### config.mk
export PLATFORM = sky130hd
export DESIGN_NAME = ita_output_controller
export DESIGN_NICKNAME = d
export VERILOG_FILES = /design/src/rtl/ita_output_controller.sv
export SDC_FILE = /design/constraint.sdc
export NUM_CORES = 1
export LEC_CHECK = 0
export CELL_PAD_IN_SITES_DETAIL_PLACEMENT = 1
export CELL_PAD_IN_SITES_GLOBAL_PLACEMENT = 2
export CORE_ASPECT_RATIO = 0.5
export CORE_MARGIN = 5
export CORE_UTILIZATION = 39
export CTS_CLUSTER_DIAMETER = 150
export DETAILED_ROUTE_END_ITERATION = 6
export DONT_BUFFER_PORTS = 1
export PLACE_DENSITY_LB_ADDON = 0.1
export REMOVE_ABC_BUFFERS = 1
export SYNTH_ARGS = -nofsm -noshare
export SYNTH_HDL_FRONTEND = slang
export SYNTH_SLANG_ARGS = --single-unit
### constraint.sdc
create_clock -name clk_i -period 5.2 [get_ports clk_i]
set_input_delay 0.78 -clock clk_i [delete_from_list [all_inputs] [get_ports clk_i]]
set_output_delay 0.78 -clock clk_i [all_outputs]
set_load 0.02 [all_outputs]
### src/rtl/ita_output_controller.sv
// -----------------------------------------------------------------------------
// ita_output_controller
//
// Drains the first-word-fall-through output FIFO into the ITA output stream.
// One word is popped per cycle while the FIFO has data and the single output
// register slot is free (or being emptied in the same cycle). The block counts
// words per tile, tags the final beat with last_o and pulses done_o once that
// beat has been accepted downstream.
//
// Ports
//   clk_i         clock, rising edge
//   rst_ni        asynchronous active-low reset
//   start_i       start a tile (honoured only when idle); latches tile_len_i
//   clear_i       synchronous abort back to idle, drops the output slot
//   tile_len_i    words in the tile, 0 = empty tile
//   fifo_empty_i  FIFO empty; fifo_data_i valid whenever low
//   fifo_data_i   FIFO head word
//   pop_fifo_o    FIFO read strobe (combinational)
//   valid_o       output beat valid
//   ready_i       downstream accepts the beat
//   data_o        output beat
//   last_o        final beat of the tile, qualified by valid_o
//   busy_o        high whenever not idle
//   done_o        one-cycle pulse after the final beat is accepted
// -----------------------------------------------------------------------------
module ita_output_controller #(
  parameter int unsigned DATA_W = 128,
  parameter int unsigned CNT_W  = 16
) (
  input  logic              clk_i,
  input  logic              rst_ni,
  input  logic              start_i,
  input  logic              clear_i,
  input  logic [CNT_W-1:0]  tile_len_i,
  input  logic              fifo_empty_i,
  input  logic [DATA_W-1:0] fifo_data_i,
  output logic              pop_fifo_o,
  output logic              valid_o,
  input  logic              ready_i,
  output logic [DATA_W-1:0] data_o,
  output logic              last_o,
  output logic              busy_o,
  output logic              done_o
);

  typedef enum logic [1:0] {
    S_IDLE,
    S_RUN,
    S_FLUSH,
    S_DONE
  } state_e;

  state_e              r_state;
  state_e              w_state_nxt;
  logic [CNT_W-1:0]    r_len;
  logic [CNT_W-1:0]    r_popped;
  logic [CNT_W-1:0]    w_popped_inc;
  logic                r_valid;
  logic                r_last;
  logic [DATA_W-1:0]   r_data;
  logic                r_busy;
  logic                r_done;
  logic                w_pop;
  logic                w_accept;
  logic                w_final_pop;

  assign w_accept     = r_valid && ready_i;
  assign w_popped_inc = r_popped + CNT_W'(1);

  // The slot may be refilled in the same cycle its current beat is accepted,
  // which is what gives one beat per cycle. clear_i suppresses the pop so no
  // FIFO word is lost on an abort.
  assign w_pop = (r_state == S_RUN) && !clear_i && !fifo_empty_i &&
                 (r_popped != r_len) && (!r_valid || ready_i);

  assign w_final_pop = w_pop && (w_popped_inc == r_len);

  // NOTE: every signal driven in always_comb gets a default on the first line,
  // otherwise an unassigned path infers a latch.
  always_comb begin
    w_state_nxt = r_state;
    if (clear_i) begin
      w_state_nxt = S_IDLE;
    end else begin
      unique case (r_state)
        S_IDLE:  if (start_i) w_state_nxt = (tile_len_i == '0) ? S_DONE : S_RUN;
        S_RUN:   if (w_final_pop) w_state_nxt = S_FLUSH;
        S_FLUSH: if (w_accept) w_state_nxt = S_DONE;
        S_DONE:  w_state_nxt = S_IDLE;
        default: w_state_nxt = S_IDLE;
      endcase
    end
  end

  // NOTE: sequential state uses non-blocking assignments so every register
  // samples the pre-edge values regardless of statement order.
  always_ff @(posedge clk_i or negedge rst_ni) begin
    if (!rst_ni) begin
      r_state  <= S_IDLE;
      r_busy   <= 1'b0;
      r_done   <= 1'b0;
      r_len    <= '0;
      r_popped <= '0;
      r_valid  <= 1'b0;
      r_last   <= 1'b0;
      // NOTE: the output data register is reset too, so data_o is defined
      // (all zero) straight out of reset rather than left as X.
      r_data   <= '0;
    end else begin
      r_state <= w_state_nxt;
      // busy/done are registered off the next state so they align with it.
      r_busy  <= (w_state_nxt != S_IDLE);
      r_done  <= (w_state_nxt == S_DONE);

      if (clear_i) begin
        r_popped <= '0;
        r_valid  <= 1'b0;
        r_last   <= 1'b0;
      end else begin
        if (r_state == S_IDLE && start_i) begin
          r_len    <= tile_len_i;
          r_popped <= '0;
        end

        if (w_pop) begin
          r_data   <= fifo_data_i;
          r_valid  <= 1'b1;
          r_last   <= (w_popped_inc == r_len);
          r_popped <= w_popped_inc;
        end else if (w_accept) begin
          r_valid <= 1'b0;
          r_last  <= 1'b0;
        end
      end
    end
  end

  assign pop_fifo_o = w_pop;
  assign valid_o    = r_valid;
  assign data_o     = r_data;
  assign last_o     = r_last;
  assign busy_o     = r_busy;
  assign done_o     = r_done;

endmodule

After elaboration in Yosys (flattened, before gate mapping)
Cells that the tools add are included.

storage, ports and cells
  output and inout bits = 133
  bits in registers = 166
  memory bits (writable) = 0
  latch bits = 0
  memories kept = 0
  ROM bits = 0

operators by class
  divide/modulo/power cells = 0
  $add $sub $neg = 1
  bitwise operators = 1
  muxes and demuxes = 14
  reduce and logical (&&, ||, !) cells = 18
  $lt $le $gt $ge = 0
  eq/ne operators = 6
  multipliers = 0
  shifts and indexed selects = 0

operators with widths
  kind                                                 count
  two-way mux 16 bit                                   3
  adder 16 x 1 -> 16 bit, second input constant        1
  equality test 16 bit                                 1
  zero test 16 bit                                     1
  != test 16 bit                                       1
  two-way mux 2 bit                                    5
  case mux 2 bit (4 select lines)                      1
  logical AND 1 bit                                    7
  equality test 2 bit, second input constant           3
  nonzero test 3 bit                                   2
  two-way mux 1 bit                                    5
  AND reduction 2 bit                                  2
  zero test 1 bit                                      3
  equality test 2 x 1 -> 1 bit, second input constant  1
  zero test 2 bit                                      1
  nonzero test 2 bit                                   1
  logical OR 1 bit                                     1
  NOT 1 bit                                            1

Longest topological paths before layout
  depth after elaboration = 10
  mapped depth = 11
  gate-level depth less buffers = 7

Least setup slack after synthesis
OpenSTA, ideal clock, no wires.

  path type = input -> output
  start = input clear_i
  end = output pop_fifo_o
  arrival time = 2.040 ns
  required time = 4.420 ns
  cell stages on the path = 8
  slack = 2.380 ns
  buffers on the path = 3
  path through = clkbuf_1 -> nor2_1 -> nand2_1 -> nor3b_1 -> o31ai_4 -> inv_2 -> buf_2 -> buf_2

between the ends
  word-level cells in the longest chain between the ends = 5

ends and longest elaborated chain
  what                             RTL line  RTL
  from (decl)                      33        input logic clear_i,
  zero test 1 bit                  73        assign w_pop = (r_state == S_RUN) && !clear_i && !fifo_empty_i &&
  logical AND 1 bit (3 in series)  73
  logical AND 1 bit                74        (r_popped != r_len) && (!r_valid || ready_i);
  to (decl)                        37        output logic pop_fifo_o,

Every way passes these cells.

Worst setup path in the final report
  start = register r_popped[11]
  end = register r_popped[8]

between the ends
  word-level cells in the longest chain between the ends = 5
  elaborated cells on any way between the ends = 6
  those cells by class = 1 x eq/ne; 2 x mux; 3 x reduce/logical

ends and longest elaborated chain
  what                    RTL line  RTL
  from (decl)             56        logic [CNT_W-1:0] r_popped;
  from (signal assigned)  129       r_popped <= w_popped_inc;
  != test 16 bit *        74
  logical AND 1 bit *     73
  logical AND 1 bit *     74
  two-way mux 16 bit      125       if (w_pop) begin
  two-way mux 16 bit      115       if (clear_i) begin

Every way passes the cells marked *; elsewhere a longest branch is shown, timed or not.
A chain may end at the register's enable or synchronous reset.

==> metrics list <==
- For this run, the post-layout net count is 917.
- Layout cells sized above 1: 8.99%
- After Yosys synthesis, XOR and XNOR cells account for 2.41% of the synthesized area.
- Total of warnings raised by yosys: 0
- The synthesized design contains 166 register bits.
- Max-slew violation total from the final report: 0
* Hold violation total from the final report: 0
- Insertion delay to the later sink of the worst-skew pair: 430 ps
* Fraction of the mapped netlist area in compound gates: 4.58%
- Adding up every negative setup slack in the final design gives 0 ps.
* Width of the chip: 203 um
- Minimum clock period after layout: 3620 ps
* Switching share of power: 37.2%
* Post-CTS Repair Setup Buffers: 0
- Total net switching power: 1.43 mW
* Multiplexer fraction of the synthesized cell area: 4.66%
- Routed met1 length: 8.58 mm
- In the routed design, unresolved DRC markers number 0.
- Initial DRC Count: 260
- After technology mapping, the gate count stands at 786.
- Metal2 WL: 10.3 mm
* Largest net degree at the start of global routing: 167
- Max-cap violations in this run came to 0.
- Measured along the y axis, the die boundary spans 107 um.
- By startpoint and endpoint, the worst setup path is classified as register to register.
* Residual overflow from global routing: 0
* Share of synthesized cell area in and, or, nand and nor gates: 26.7%
* Static power due to leakage: 3.97 nW
- The area growth from synthesis to layout is 8.69%.
- Routability-driven placement finished with a final weighted congestion of 0.756.
- First-pass GRT wire length: 32.8 mm
- Synthesis instantiated 53 different standard cells from the library.
* Routed wire length: 20.7 mm
- Signal routing reaches up to met4.
- Clock power frac: 31.7%
* Post-Synth Adder-Cell Area: 0.172%
- Number of resized instances in the post-cts repair step: 0
- Internal power component: 2.41 mW
- Count of vias placed by the detailed router: 5222
- Between clock sinks in the finished design, the worst skew comes to 9.10 ps.
- Largest family of logic cells by synthesized area: simple AND/OR/NAND/NOR gates
* Worst-path clk slew: 70 ps
- Synthesized cell area: 7270 um^2
- After detailed routing, the average wire length per cell comes to 20.3 um.
- The number of global-route vias before repair was 5687.
* Number of search-and-repair iterations in the first detailed-routing pass: 4
- TritonCTS built the clock tree.
- Core outline area: 18300 um^2
* # port buffers: 0
- At the worst endpoint, the required time is 5520 ps.
* Transition time of the tightest slew-check pin: 1040 ps
- Antenna Diode Count: 0
- Post-detailed-placement half-perimeter wirelength: 14.4 mm
- The worst setup path is captured at a register.
- Headroom to the max-slew limit came out at 30.9%.
- For this configuration, the core starts out at a cell density of 39.6%.
* Vias per inst: 5.12
* Seq pwr share: 57.6%
* Global-route usage over all layers: 19.4%
* Number of buffers on the longest clock path: 2
- For this design, the CTS-stage hold fixing added 0 buffers.
* Peak supply drop: 0.000225 V
* Share of synthesized registers carrying an async set or reset: 100%
- Of all nets on the critical path, the largest fanout is 91.
* Die area: 21600 um^2
- The worst setup path is launched from a register.
- Number of enable-type register cells in the synthesized netlist: 0
* Met3 routed wirelength: 1.75 mm
- Mean instance size in the synthesized netlist: 9.25 um^2
- Number of levels in the clock H-tree: 4
- The design draws 3.84 mW.
* Comb power frac: 10.6%
- Data arrival at the endpoint of the critical path: 3940 ps
- Status: complete, no violations
- Seq/Total Area, Yosys: 57.1%
* Dominant synthesized flop cell: sky130_fd_sc_hd__dfrtp_1
* # rows: 35
* Count of filler cells inserted in the layout: 2096
* Boundary Pins: 283
* TritonCTS Buffers: 17
- The tree is rooted in a sky130_fd_sc_hd__clkbuf_16.
- Power per unit of standard cell area: 486 nW/um^2
* Num Clock Sinks: 166
- Setup violations remaining at the end of the flow were counted as 0.
- Setup repair after global routing left no endpoint under its margin.
- In the finished design, the share of the clock period the worst path needs comes to 69.6%.
- Initial antenna violation count: 0
- Path class of the lowest-slack min-delay path: primary input to async pin
- Top achievable clock speed: 276 MHz
- The detail route stage leaves a number of antenna-violating nets equal to 0.
==> worst max-delay path, cell delays in order, from the launching register on <==
cell and delay, ps:
sky130_fd_sc_hd__dfrtp_1 460, sky130_fd_sc_hd__or2_1 270, sky130_fd_sc_hd__a2111oi_2 360, sky130_fd_sc_hd__nand3_1 170
sky130_fd_sc_hd__o31ai_4 320, sky130_fd_sc_hd__buf_4 840, sky130_fd_sc_hd__buf_4 720, sky130_fd_sc_hd__nor3_1 110
sky130_fd_sc_hd__a21o_1 180
==> routing by layer <==
layer  up-vias  GRT usage [%]
met3        12           8.78
met2       125           32.3
met4         0           4.47
li1       2476              -
met1      2609           23.3
met5         -              0
==> final timing paths <==
path	to	depth (start not counted)	startpoint	slack (ps)
max reg2reg	r_popped[8]$_DFFE_PN0P_	8	r_popped[11]$_DFFE_PN0P_	1580
max	r_popped[8]$_DFFE_PN0P_	8	r_popped[11]$_DFFE_PN0P_	1580
min in group clk_i	busy_o$_DFF_PN0_	1	clear_i	410
min	data_o[35]$_DFFE_PN0P_	0	rst_ni	40
max in group asynchronous	data_o[67]$_DFFE_PN0P_	0	rst_ni	4860
min reg2reg	r_popped[14]$_DFFE_PN0P_	1	r_popped[14]$_DFFE_PN0P_	510
==> layout make-up <==
class                      count  area [um^2]  share of cell area [%]
clock inverter                14          119                    1.50
multi-input combinational    568         2810                    35.5
tap                          240          300                    3.80
timing repair buffer           5         50.0                   0.633
inverter                       8         32.5                   0.412
clock buffer                  18          439                    5.56
sequential                   166         4150                    52.6
==> logic make-up after synthesis <==
group / after synthesis
compound gates: 43
xor+xnor: 20
fa+ha+maj: 1
buf+inv: 52
flops: 166
mux: 31
simple gates: 473
==> cell usage after synthesis, drive strengths merged (4+ instances only) <==
cell type | count | share of area, %
o21ai | 9 | 0.62
nand2b | 4 | 0.34
buf | 29 | 3.1
clkbuf | 15 | 0.77
mux2i | 8 | 1.1
nor4 | 4 | 0.34
nand2 | 402 | 21
nor2 | 7 | 0.36
xor2 | 6 | 0.72
or3 | 7 | 0.60
xnor2 | 14 | 1.7
mux2 | 23 | 3.6
and3 | 4 | 0.34
nand3 | 11 | 0.83
nor3 | 14 | 0.96
nand4 | 7 | 0.60
a31oi | 5 | 0.43
inv | 8 | 0.41
dfrtp | 166 | 57
a21o | 8 | 0.83
==> power groups by stage <==
stage                     Combinational [mW]  Sequential, mW  Clock [mW]
after global placement                 0.392            2.25           0
after floorplan                        0.342            2.12           0
final                                  0.409            2.21        1.22
after global routing                   0.487            2.26        1.31
after detailed placement               0.420            2.25           0
after CTS                              0.418            2.23        1.26
==> placed cells by master, fill, tap and decap left out, drive strengths merged, types with 2 or more instances in the layout <==
master / count
nand2: 402
dfrtp: 166
mux2: 23
clkbuf: 18
inv: 15
xnor2: 14
nor3: 14
nand3: 11
o21ai: 9
a21o: 8
mux2i: 8
nor2: 7
nand4: 7
or3: 7
clkinv: 7
xor2: 6
a31oi: 5
buf: 5
and3: 4
nand2b: 4
nor4: 4
a211oi: 3
a21oi: 2
a21boi: 2
a211o: 2
nor4b: 2
nand4b: 2
o31ai: 2
o22ai: 2
==> through the flow <==
| step | std cells | util, % | setup WS (ps) | instance area (um^2) | hold slack (ps) |
|---|---|---|---|---|---|
| global route | 1019 | 43.1 | 1330 | 7900 | 15.4 |
| CTS | 1019 | 43.1 | 1550 | 7900 | 25.8 |
| detailed placement | 987 | 40.0 | 1580 | 7340 | 490 |
| floorplan | 742 | - | -1880 | 6990 | 467 |
| global placement | 987 | 40.0 | 1630 | 7340 | 481 |
| finish | 1019 | 43.1 | 1580 | 7900 | 42.4 |
==> sequential cells by signal, indices dropped and copies added (netlist names) <==
name / flops
data_o: 128
done_o: 1
last_o: 1
busy_o: 1
r_state: 2
valid_o: 1
r_len: 16
r_popped: 16
Power figures use the tool's default switching activity.
